<file path="src/rtl/wb_arb_pkg.sv">
// Shared definitions for the Wishbone round-robin arbiter: bus widths,
// arbiter state encoding and the default slave-ack watchdog limit.
package wb_arb_pkg;

    // Wishbone classic bus widths
    localparam int unsigned ADR_W = 32;
    localparam int unsigned DAT_W = 32;
    localparam int unsigned SEL_W = 4;

    // Watchdog limit in clocks, only meaningful when WB_ARB_TIMEOUT_EN is defined
    localparam int unsigned DEFAULT_TIMEOUT_CYCLES = 255;

    // Arbiter states: IDLE has no owner, BUSY forwards the granted master
    typedef enum logic [0:0] {
        IDLE = 1'b0,
        BUSY = 1'b1
    } arb_state_e;

    // Index width needed to address num_masters masters (legal range 2..4)
    function automatic int unsigned idx_width(input int unsigned num_masters);
        return (num_masters > 2) ? 2 : 1;
    endfunction

endpackage

</file>
<file path="src/rtl/rr_select.sv">
// Combinational round-robin picker: scans the request vector starting one
// position after the previous winner and returns the first requester as a
// one-hot vector plus its index.
module rr_select #(
    parameter int unsigned NUM_MASTERS = 2,
    parameter int unsigned IDX_W       = 1
) (
    input  logic [NUM_MASTERS-1:0] req,
    input  logic [IDX_W-1:0]       last,
    output logic [NUM_MASTERS-1:0] gnt,
    output logic [IDX_W-1:0]       gnt_idx,
    output logic                   valid
);

    logic [IDX_W-1:0] cand;

    // Walk offsets 1..N from last so the previous winner is checked last
    always_comb begin
        gnt     = '0;
        gnt_idx = '0;
        valid   = 1'b0;
        cand    = '0;
        for (int unsigned off = 1; off <= NUM_MASTERS; off++) begin
            cand = IDX_W'((32'(last) + off) % NUM_MASTERS);
            if (!valid && req[cand]) begin
                valid     = 1'b1;
                gnt[cand] = 1'b1;
                gnt_idx   = cand;
            end
        end
    end

endmodule

</file>
<file path="src/rtl/wb_rr_arbiter.sv">
// Wishbone round-robin arbiter: NUM_MASTERS masters share one slave port.
// A master owns the slave from grant until it drops m_cyc_i; every handover
// passes through one IDLE clock. Request signals are mirrored
// combinationally from the owner, responses are routed back only to it.
// Optional feature: define WB_ARB_TIMEOUT_EN to add a slave-ack watchdog
// that errors the owner after TIMEOUT_CYCLES unanswered strobe cycles.
module wb_rr_arbiter
    import wb_arb_pkg::*;
#(
    parameter int unsigned NUM_MASTERS    = 2,
    parameter int unsigned TIMEOUT_CYCLES = DEFAULT_TIMEOUT_CYCLES
) (
    input  logic                         wbs_clk_i,
    input  logic                         wbs_rst_i,
    // Master side
    input  logic [NUM_MASTERS-1:0]       m_cyc_i,
    input  logic [NUM_MASTERS-1:0]       m_stb_i,
    input  logic [NUM_MASTERS-1:0]       m_we_i,
    input  logic [SEL_W*NUM_MASTERS-1:0] m_sel_i,
    input  logic [ADR_W*NUM_MASTERS-1:0] m_adr_i,
    input  logic [DAT_W*NUM_MASTERS-1:0] m_dat_i,
    output logic [DAT_W-1:0]             m_dat_o,
    output logic [NUM_MASTERS-1:0]       m_ack_o,
    output logic [NUM_MASTERS-1:0]       m_err_o,
    // Slave side
    output logic                         s_cyc_o,
    output logic                         s_stb_o,
    output logic                         s_we_o,
    output logic [SEL_W-1:0]             s_sel_o,
    output logic [ADR_W-1:0]             s_adr_o,
    output logic [DAT_W-1:0]             s_dat_o,
    input  logic [DAT_W-1:0]             s_dat_i,
    input  logic                         s_ack_i,
    input  logic                         s_err_i,
    // Current owner, one-hot, zero when idle
    output logic [NUM_MASTERS-1:0]       gnt_o
);

    localparam int unsigned IDX_W = idx_width(NUM_MASTERS);

    arb_state_e             state_q;
    logic [IDX_W-1:0]       gnt_idx_q;
    logic [IDX_W-1:0]       last_q;
    logic                   rst_sync_q;
    logic                   busy;
    logic                   to_fire;

    logic [NUM_MASTERS-1:0] sel_gnt;
    logic [IDX_W-1:0]       sel_idx;
    logic                   sel_valid;

    // Hold the FSM in reset for one extra edge after wbs_rst_i releases
    always_ff @(posedge wbs_clk_i or posedge wbs_rst_i) begin
        if (wbs_rst_i) begin
            rst_sync_q <= 1'b1;
        end else begin
            rst_sync_q <= 1'b0;
        end
    end

    rr_select #(
        .NUM_MASTERS (NUM_MASTERS),
        .IDX_W       (IDX_W)
    ) u_rr_select (
        .req     (m_cyc_i),
        .last    (last_q),
        .gnt     (sel_gnt),
        .gnt_idx (sel_idx),
        .valid   (sel_valid)
    );

    // Arbiter FSM: grant from IDLE, release when the owner drops cyc
    always_ff @(posedge wbs_clk_i or posedge wbs_rst_i) begin
        if (wbs_rst_i) begin
            state_q   <= IDLE;
            gnt_o     <= '0;
            gnt_idx_q <= '0;
            last_q    <= IDX_W'(NUM_MASTERS - 1);
        end else if (rst_sync_q) begin
            state_q   <= IDLE;
            gnt_o     <= '0;
            gnt_idx_q <= '0;
            last_q    <= IDX_W'(NUM_MASTERS - 1);
        end else begin
            unique case (state_q)
                IDLE: begin
                    if (sel_valid) begin
                        state_q   <= BUSY;
                        gnt_o     <= sel_gnt;
                        gnt_idx_q <= sel_idx;
                        last_q    <= sel_idx;
                    end
                end
                BUSY: begin
                    // Pending strobes and other requests do not delay the release
                    if (!m_cyc_i[gnt_idx_q]) begin
                        state_q <= IDLE;
                        gnt_o   <= '0;
                    end
                end
                default: begin
                    state_q <= IDLE;
                    gnt_o   <= '0;
                end
            endcase
        end
    end

`ifdef WB_ARB_TIMEOUT_EN
    localparam int unsigned CNT_W = $clog2(TIMEOUT_CYCLES + 1);

    logic [CNT_W-1:0] to_cnt_q;

    // Watchdog fires on the clock after TIMEOUT_CYCLES unanswered strobes
    always_comb begin
        to_fire = busy && (to_cnt_q == CNT_W'(TIMEOUT_CYCLES));
    end

    // Count stalled strobe cycles; any response, a fire or a release clears it
    always_ff @(posedge wbs_clk_i or posedge wbs_rst_i) begin
        if (wbs_rst_i) begin
            to_cnt_q <= '0;
        end else if (rst_sync_q || !busy || !m_cyc_i[gnt_idx_q]) begin
            to_cnt_q <= '0;
        end else if (to_fire || s_ack_i || s_err_i) begin
            to_cnt_q <= '0;
        end else if (s_stb_o) begin
            to_cnt_q <= to_cnt_q + 1'b1;
        end
    end
`else
    // No watchdog: errors come only from the slave
    always_comb begin
        to_fire = 1'b0;
    end
`endif

    // Mirror the owner onto the slave port and route responses back to it
    always_comb begin
        busy    = (state_q == BUSY);
        s_cyc_o = 1'b0;
        s_stb_o = 1'b0;
        s_we_o  = 1'b0;
        s_sel_o = '0;
        s_adr_o = '0;
        s_dat_o = '0;
        m_ack_o = '0;
        m_err_o = '0;
        if (busy) begin
            s_cyc_o            = m_cyc_i[gnt_idx_q];
            s_stb_o            = m_stb_i[gnt_idx_q] & ~to_fire;
            s_we_o             = m_we_i[gnt_idx_q];
            s_sel_o            = m_sel_i[gnt_idx_q*SEL_W +: SEL_W];
            s_adr_o            = m_adr_i[gnt_idx_q*ADR_W +: ADR_W];
            s_dat_o            = m_dat_i[gnt_idx_q*DAT_W +: DAT_W];
            m_ack_o[gnt_idx_q] = s_ack_i;
            m_err_o[gnt_idx_q] = s_err_i | to_fire;
        end
    end

    // Read data is broadcast unconditionally; ack selects the consumer
    assign m_dat_o = s_dat_i;

endmodule
</file>
<file path="config.mk">
export PLATFORM = sky130hd
export DESIGN_NAME = wb_rr_arbiter
export DESIGN_NICKNAME = d
export VERILOG_FILES = /design/src/rtl/wb_arb_pkg.sv /design/src/rtl/rr_select.sv /design/src/rtl/wb_rr_arbiter.sv
export SDC_FILE = /design/constraint.sdc
export NUM_CORES = 1
export LEC_CHECK = 0
export ABC_AREA = 0
export CORE_AREA = 2 2 110 112
export DETAILED_ROUTE_END_ITERATION = 6
export DIE_AREA = 0 0 112 114
export DONT_BUFFER_PORTS = 1
export HOLD_SLACK_MARGIN = 0.06
export SKIP_CTS_REPAIR_TIMING = 1
export SLEW_MARGIN = 20
export SYNTH_ARGS = -nofsm -noshare
export SYNTH_HDL_FRONTEND = slang
export SYNTH_SLANG_ARGS = --single-unit
</file>
<file path="constraint.sdc">
create_clock -name wbs_clk_i -period 1.3 [get_ports wbs_clk_i]
set_input_delay 0.26 -clock wbs_clk_i [delete_from_list [all_inputs] [get_ports wbs_clk_i]]
set_output_delay 0.26 -clock wbs_clk_i [all_outputs]
set_load 0.05 [all_outputs]
</file>
After elaboration in Yosys (flattened, before gate mapping)
Index checks and enable logic that the tools add are counted.
- shifts and indexed selects: 3
- reductions and logical operators: 8
- muxes and demuxes: 42
- order comparisons: 6
- bitwise logic cells: 4
- add/sub/neg operators: 2
- equality and inequality tests: 3
- operators by type and width (operator ; number):
    64-bit by 7-bit indexed part select with 32-bit output ; 2
    32-bit 2-to-1 mux ; 2
    1-bit 2-to-1 mux ; 27
    2-bit 2-to-1 mux ; 7
    8-bit by 4-bit indexed part select with 4-bit output ; 1
    1-bit by 2-bit < comparator with 1-bit output (second input constant) ; 3
    3-bit != test (second input constant) ; 2
    2-bit bitwise AND ; 2
    1-bit logical AND ; 4
    4-bit 2-to-1 mux ; 1
    2-bit one-hot mux with 2 select lines ; 1
    2-bit AND reduction ; 2
    1-bit demux with 1-bit select ; 3
    1-bit >= comparator (second input constant) ; 3
    1-bit adder (second input constant) ; 2
    2-bit by 1-bit != test with 1-bit output (second input constant) ; 1
    2-bit OR ; 1
    1-bit one-hot mux with 2 select lines ; 1
    2-bit nonzero test ; 1
    1-bit zero test ; 1
    1-bit NOT ; 1
- output and inout port bits: 109
- register bits: 6
- word-level logic and storage cells: 73
- input port bits: 178

Depth between registers and ports, before layout
- depth after elaboration: 11
- depth in mapped cells: 5
- gate-level depth less buffers: 3

Cells and area by module
From an unflattened synthesis, not the netlist that was laid out.
- cells, all modules: 226
- area total of the unflattened synthesis: 1894.3 um^2
- by module, submodules not included (module ; instances ; sequential area each (um^2) ; area each (um^2) ; cells an instance):
    wb_rr_arbiter ; 1 ; 152.6 ; 1861.8 ; 221
    rr_select ; 1 ; 0.0 ; 32.5 ; 5

Worst setup path before layout
Ideal clock, no wire load.
- path kind: reg2out
- start: register state_q, in the netlist busy
- end: output m_ack_o[0]
- data required time: 1.040 ns
- setup slack: -0.781 ns
- buffers on the path: 1
- cell stages (with the launch flop): 4
- data arrival time: 1.821 ns
- cell sequence: dfrtp_1 inv_1 buf_2 nor3b_1
- longest elaborated chain between the ends: 1
- RTL lines (element ; RTL line ; source):
    start: declaration ; wb_rr_arbiter.sv:41 ; arb_state_e state_q;
    start signal: assignment ; wb_rr_arbiter.sv:75 ; state_q <= IDLE;
    start signal: assignment ; wb_rr_arbiter.sv:80 ; state_q <= IDLE;
    start signal: assignment ; wb_rr_arbiter.sv:88 ; state_q <= BUSY;
    2-bit 2-to-1 mux ; wb_rr_arbiter.sv:149 ; if (busy) begin
    end: declaration ; wb_rr_arbiter.sv:23 ; output logic [NUM_MASTERS-1:0] m_ack_o,
Every way passes these cells.

Worst setup path in the final report
- start: register gnt_idx_q
- end: output s_adr_o[27]
- longest elaborated chain between the ends: 2
- RTL lines (element ; RTL line ; source):
    start: declaration ; wb_rr_arbiter.sv:42 ; logic [IDX_W-1:0] gnt_idx_q;
    start signal: assignment ; wb_rr_arbiter.sv:90 ; gnt_idx_q <= sel_idx;
    64-bit by 7-bit indexed part select with 32-bit output ; wb_rr_arbiter.sv:154 ; s_adr_o = m_adr_i[gnt_idx_q*ADR_W +: ADR_W];
    32-bit 2-to-1 mux ; wb_rr_arbiter.sv:149 ;
    end: declaration ; wb_rr_arbiter.sv:30 ; output logic [ADR_W-1:0] s_adr_o,
Every way passes these cells.

==> results.yml <==
final_layout:
  area_delta_synth_final_pct: 98.39
  drive_gt1_frac: 0.7301
  instances_no_fill: 373
  final_cell_area_mm2: 0.003244
  finalNetCount: 405
  antennaDiodeCount: 0
drt:
  dr.pass1.iters: 4
  drt_iter0_drc: 20
  remaining_drc_errors: 0
  maxUsedRoutingLayer: "met4"
  vias_per_cell: 4.362
  antenna_left: 0
  wl_met3_um: 509
  num_vias: 1627
  wl_met2_um: 3665
  drt-met1-wl_um: 1948
  drt-total-wl_um: 6287
  wl_per_cell_um: 16.86
synth:
  yosysMostFrequentCell: "nor2_1"
  ys_warn_count: 0
  synth_area_mm2: 0.001635
  syn_nets: 400
  synth_edf_count: 0
  syn_avg_cell_area_um2: 7.366
  synth_cell_types: 21
  ys_seq_elements: 6
  synth_top_area_share: 0.4346
  synth_top_area_cell: "mux2i_1"
  synth_ff_type: "dfrtp_1"
  synth_async_sr_flop_share: 1.000
  yosysSeqAreaShare: 0.09334
  syn_inst: 222
  ys_top_cells_by_area: "mux2i_1 43%, nor2_1 17%, buf_4 16%"
  synthTopCellsByCount: "74 x nor2_1, 71 x mux2i_1, 34 x buf_4, 8 x buf_2, 5 x buf_6"
timing:
  fin_crit_sh: 1.356
  rsz0062_at_grt: "yes"
  finClkSkew_ns: 0.002051
  tns_ns: -31.77
  fmax_mhz: 567.3
  min_period_ns: 1.763
  finalMaxSlewViolations: 0
  hold_violations: 0
  setup_violations: 77
  setup_ws_ns: -0.4627
placed_design:
  dp.cells: 367
  place.gp.congestion: 0.7222
  portBuffers: 0
  dp_slack_ns: -0.2538
  placed_area_mm2: 0.002917
  post-dp-hpwl_um: 5032
worst_setup_path:
  path_class: "reg2out"
  worst_setup_path_end_kind: "primary output"
  ff2ff_setup_slack_ns: -0.20
  reg2reg_from: "gnt_idx_q"
  reg2reg_depth: 5
  start_kind: "flop"
  timing.rr.end: "gnt_o[1]"
  required_ns: 1.04
  critPathCapture: "s_adr_o[27]"
  startpoint: "gnt_idx_q"
  cp.arrival_ns: 1.50
  crit_fanout: 35
die:
  chipHeight_um: 114
  rows: 40
  core-area_mm2: 0.01171
  start_util: 0.1396
  num_io_pins: 287
  die-area_mm2: 0.01277
  die_w_um: 112
grt:
  grt_max_degree: 36
  grt_usage: 0.07967
  grt_antenna_before_repair: 0
  grt_overflow: 0
  first_global_vias: 1716
  grt_pass1_wl_um: 8390
clocking:
  clkTransAtPathRegs_ns: 0.03
  cts_tree: "done"
  cts_buffers: 3
  htreeDepth: 1
  cts_num_sinks: 6
  clk_path_buf_depth: 2
  clock_latency_ns: 0.23
  cts-root-buf: "clkbuf_16"
pwr:
  power_frac_clock: 0.198
  switching_share: 0.4878
  p_comb_frac: 0.714
  vdd_drop_max_uv: 479.7
  p_int_w: 0.001321
  switchingPower_w: 0.001258
  p_leak_nw: 1.015
  power_w: 0.002579
  powerDensity_mw_per_mm2: 794.8
  pwr-share-seq: 0.088
flow_run:
  cap_viol_max_count: 0
outcome:
  violations: "negative setup slack"
  status: "finished, violations left"
worst_hold_path:
  hold_class: "in2reg"
==> per-layer routing <==
metal  GRT usage  vias up
met5           0        -
met3     0.01488       23
met4     0.03415        0
met1     0.07564      760
met2      0.1648      121
li1            -      723
==> state kept, by name, indices dropped and copies added, names as in the netlist <==
register	cells
gnt_o	2
busy	1
gnt_idx_q	1
last_q	1
rst_sync_q	1
==> worst min-delay path by stage <==
stage | start | end | slack, ns | cells past startpoint
after global routing | m_cyc_i[1] | busy | 0.27 | 2
after CTS | wbs_rst_i | busy | -0.16 | 1
after global placement | wbs_rst_i | gnt_o[1] | 0.07 | 1
final | m_cyc_i[1] | busy | 0.22 | 2
after floorplan | wbs_rst_i | busy | 0.05 | 1
after detailed placement | wbs_rst_i | gnt_o[1] | 0.08 | 1
==> cells by family after synthesis <==
kind of cell / Yosys count / share of synthesized area
flops: 6 / 0.09335
mux: 71 / 0.4346
buf+inv: 51 / 0.2242
simple gates: 87 / 0.2181
compound gates: 6 / 0.02754
other cells: 1 / 0.002293
==> final cells by class <==
| class | instances | area (µm²) |
|---|---|---|
| timing repair buffer | 49 | 920.9 |
| multi-input combinational | 165 | 1892 |
| tap | 147 | 183.9 |
| clock buffer | 4 | 78.83 |
| sequential | 6 | 156.4 |
| fill | 1206 | 8467 |
| inverter | 2 | 12.51 |
==> power by group through the flow <==
stage          Clock (W)  Combinational [W]  Sequential (W)
2_1_floorplan          0            0.00156        0.000237
3_3_place_gp           0            0.00172        0.000224
3_5_place_dp           0            0.00175        0.000225
4_1_cts         0.000524            0.00175        0.000223
5_1_grt         0.000535            0.00191        0.000229
6_report        0.000512            0.00184        0.000226
==> metrics by stage <==
step                      hold WS [ns]    util
after floorplan                0.04951       -
after global placement         0.07260  0.2490
after detailed placement       0.07878  0.2490
after CTS                      -0.1626  0.2558
after global routing            0.2667  0.2770
final                           0.2235  0.2770
==> placed cells by master (no fill, tap or decap), types with 3 or more instances in the layout <==
| cell | Yosys | routed |
|---|---|---|
| nor2_4 | 0 | 71 |
| mux2i_1 | 71 | 36 |
| nor3_1 | 3 | 3 |
| dfrtp_1 | 4 | 3 |
| clkbuf_16 | 0 | 4 |
| mux2i_2 | 0 | 26 |
| mux2i_4 | 0 | 9 |
| buf_4 | 34 | 5 |
| buf_12 | 0 | 41 |
| nor2_1 | 74 | 3 |
==> worst max-delay path: stages, from the launching register on <==
cell     delay (ns)
dfrtp_4        0.52
buf_12         0.20
mux2i_1        0.19
nor2_4         0.32
(Power assumes the default switching activity.)
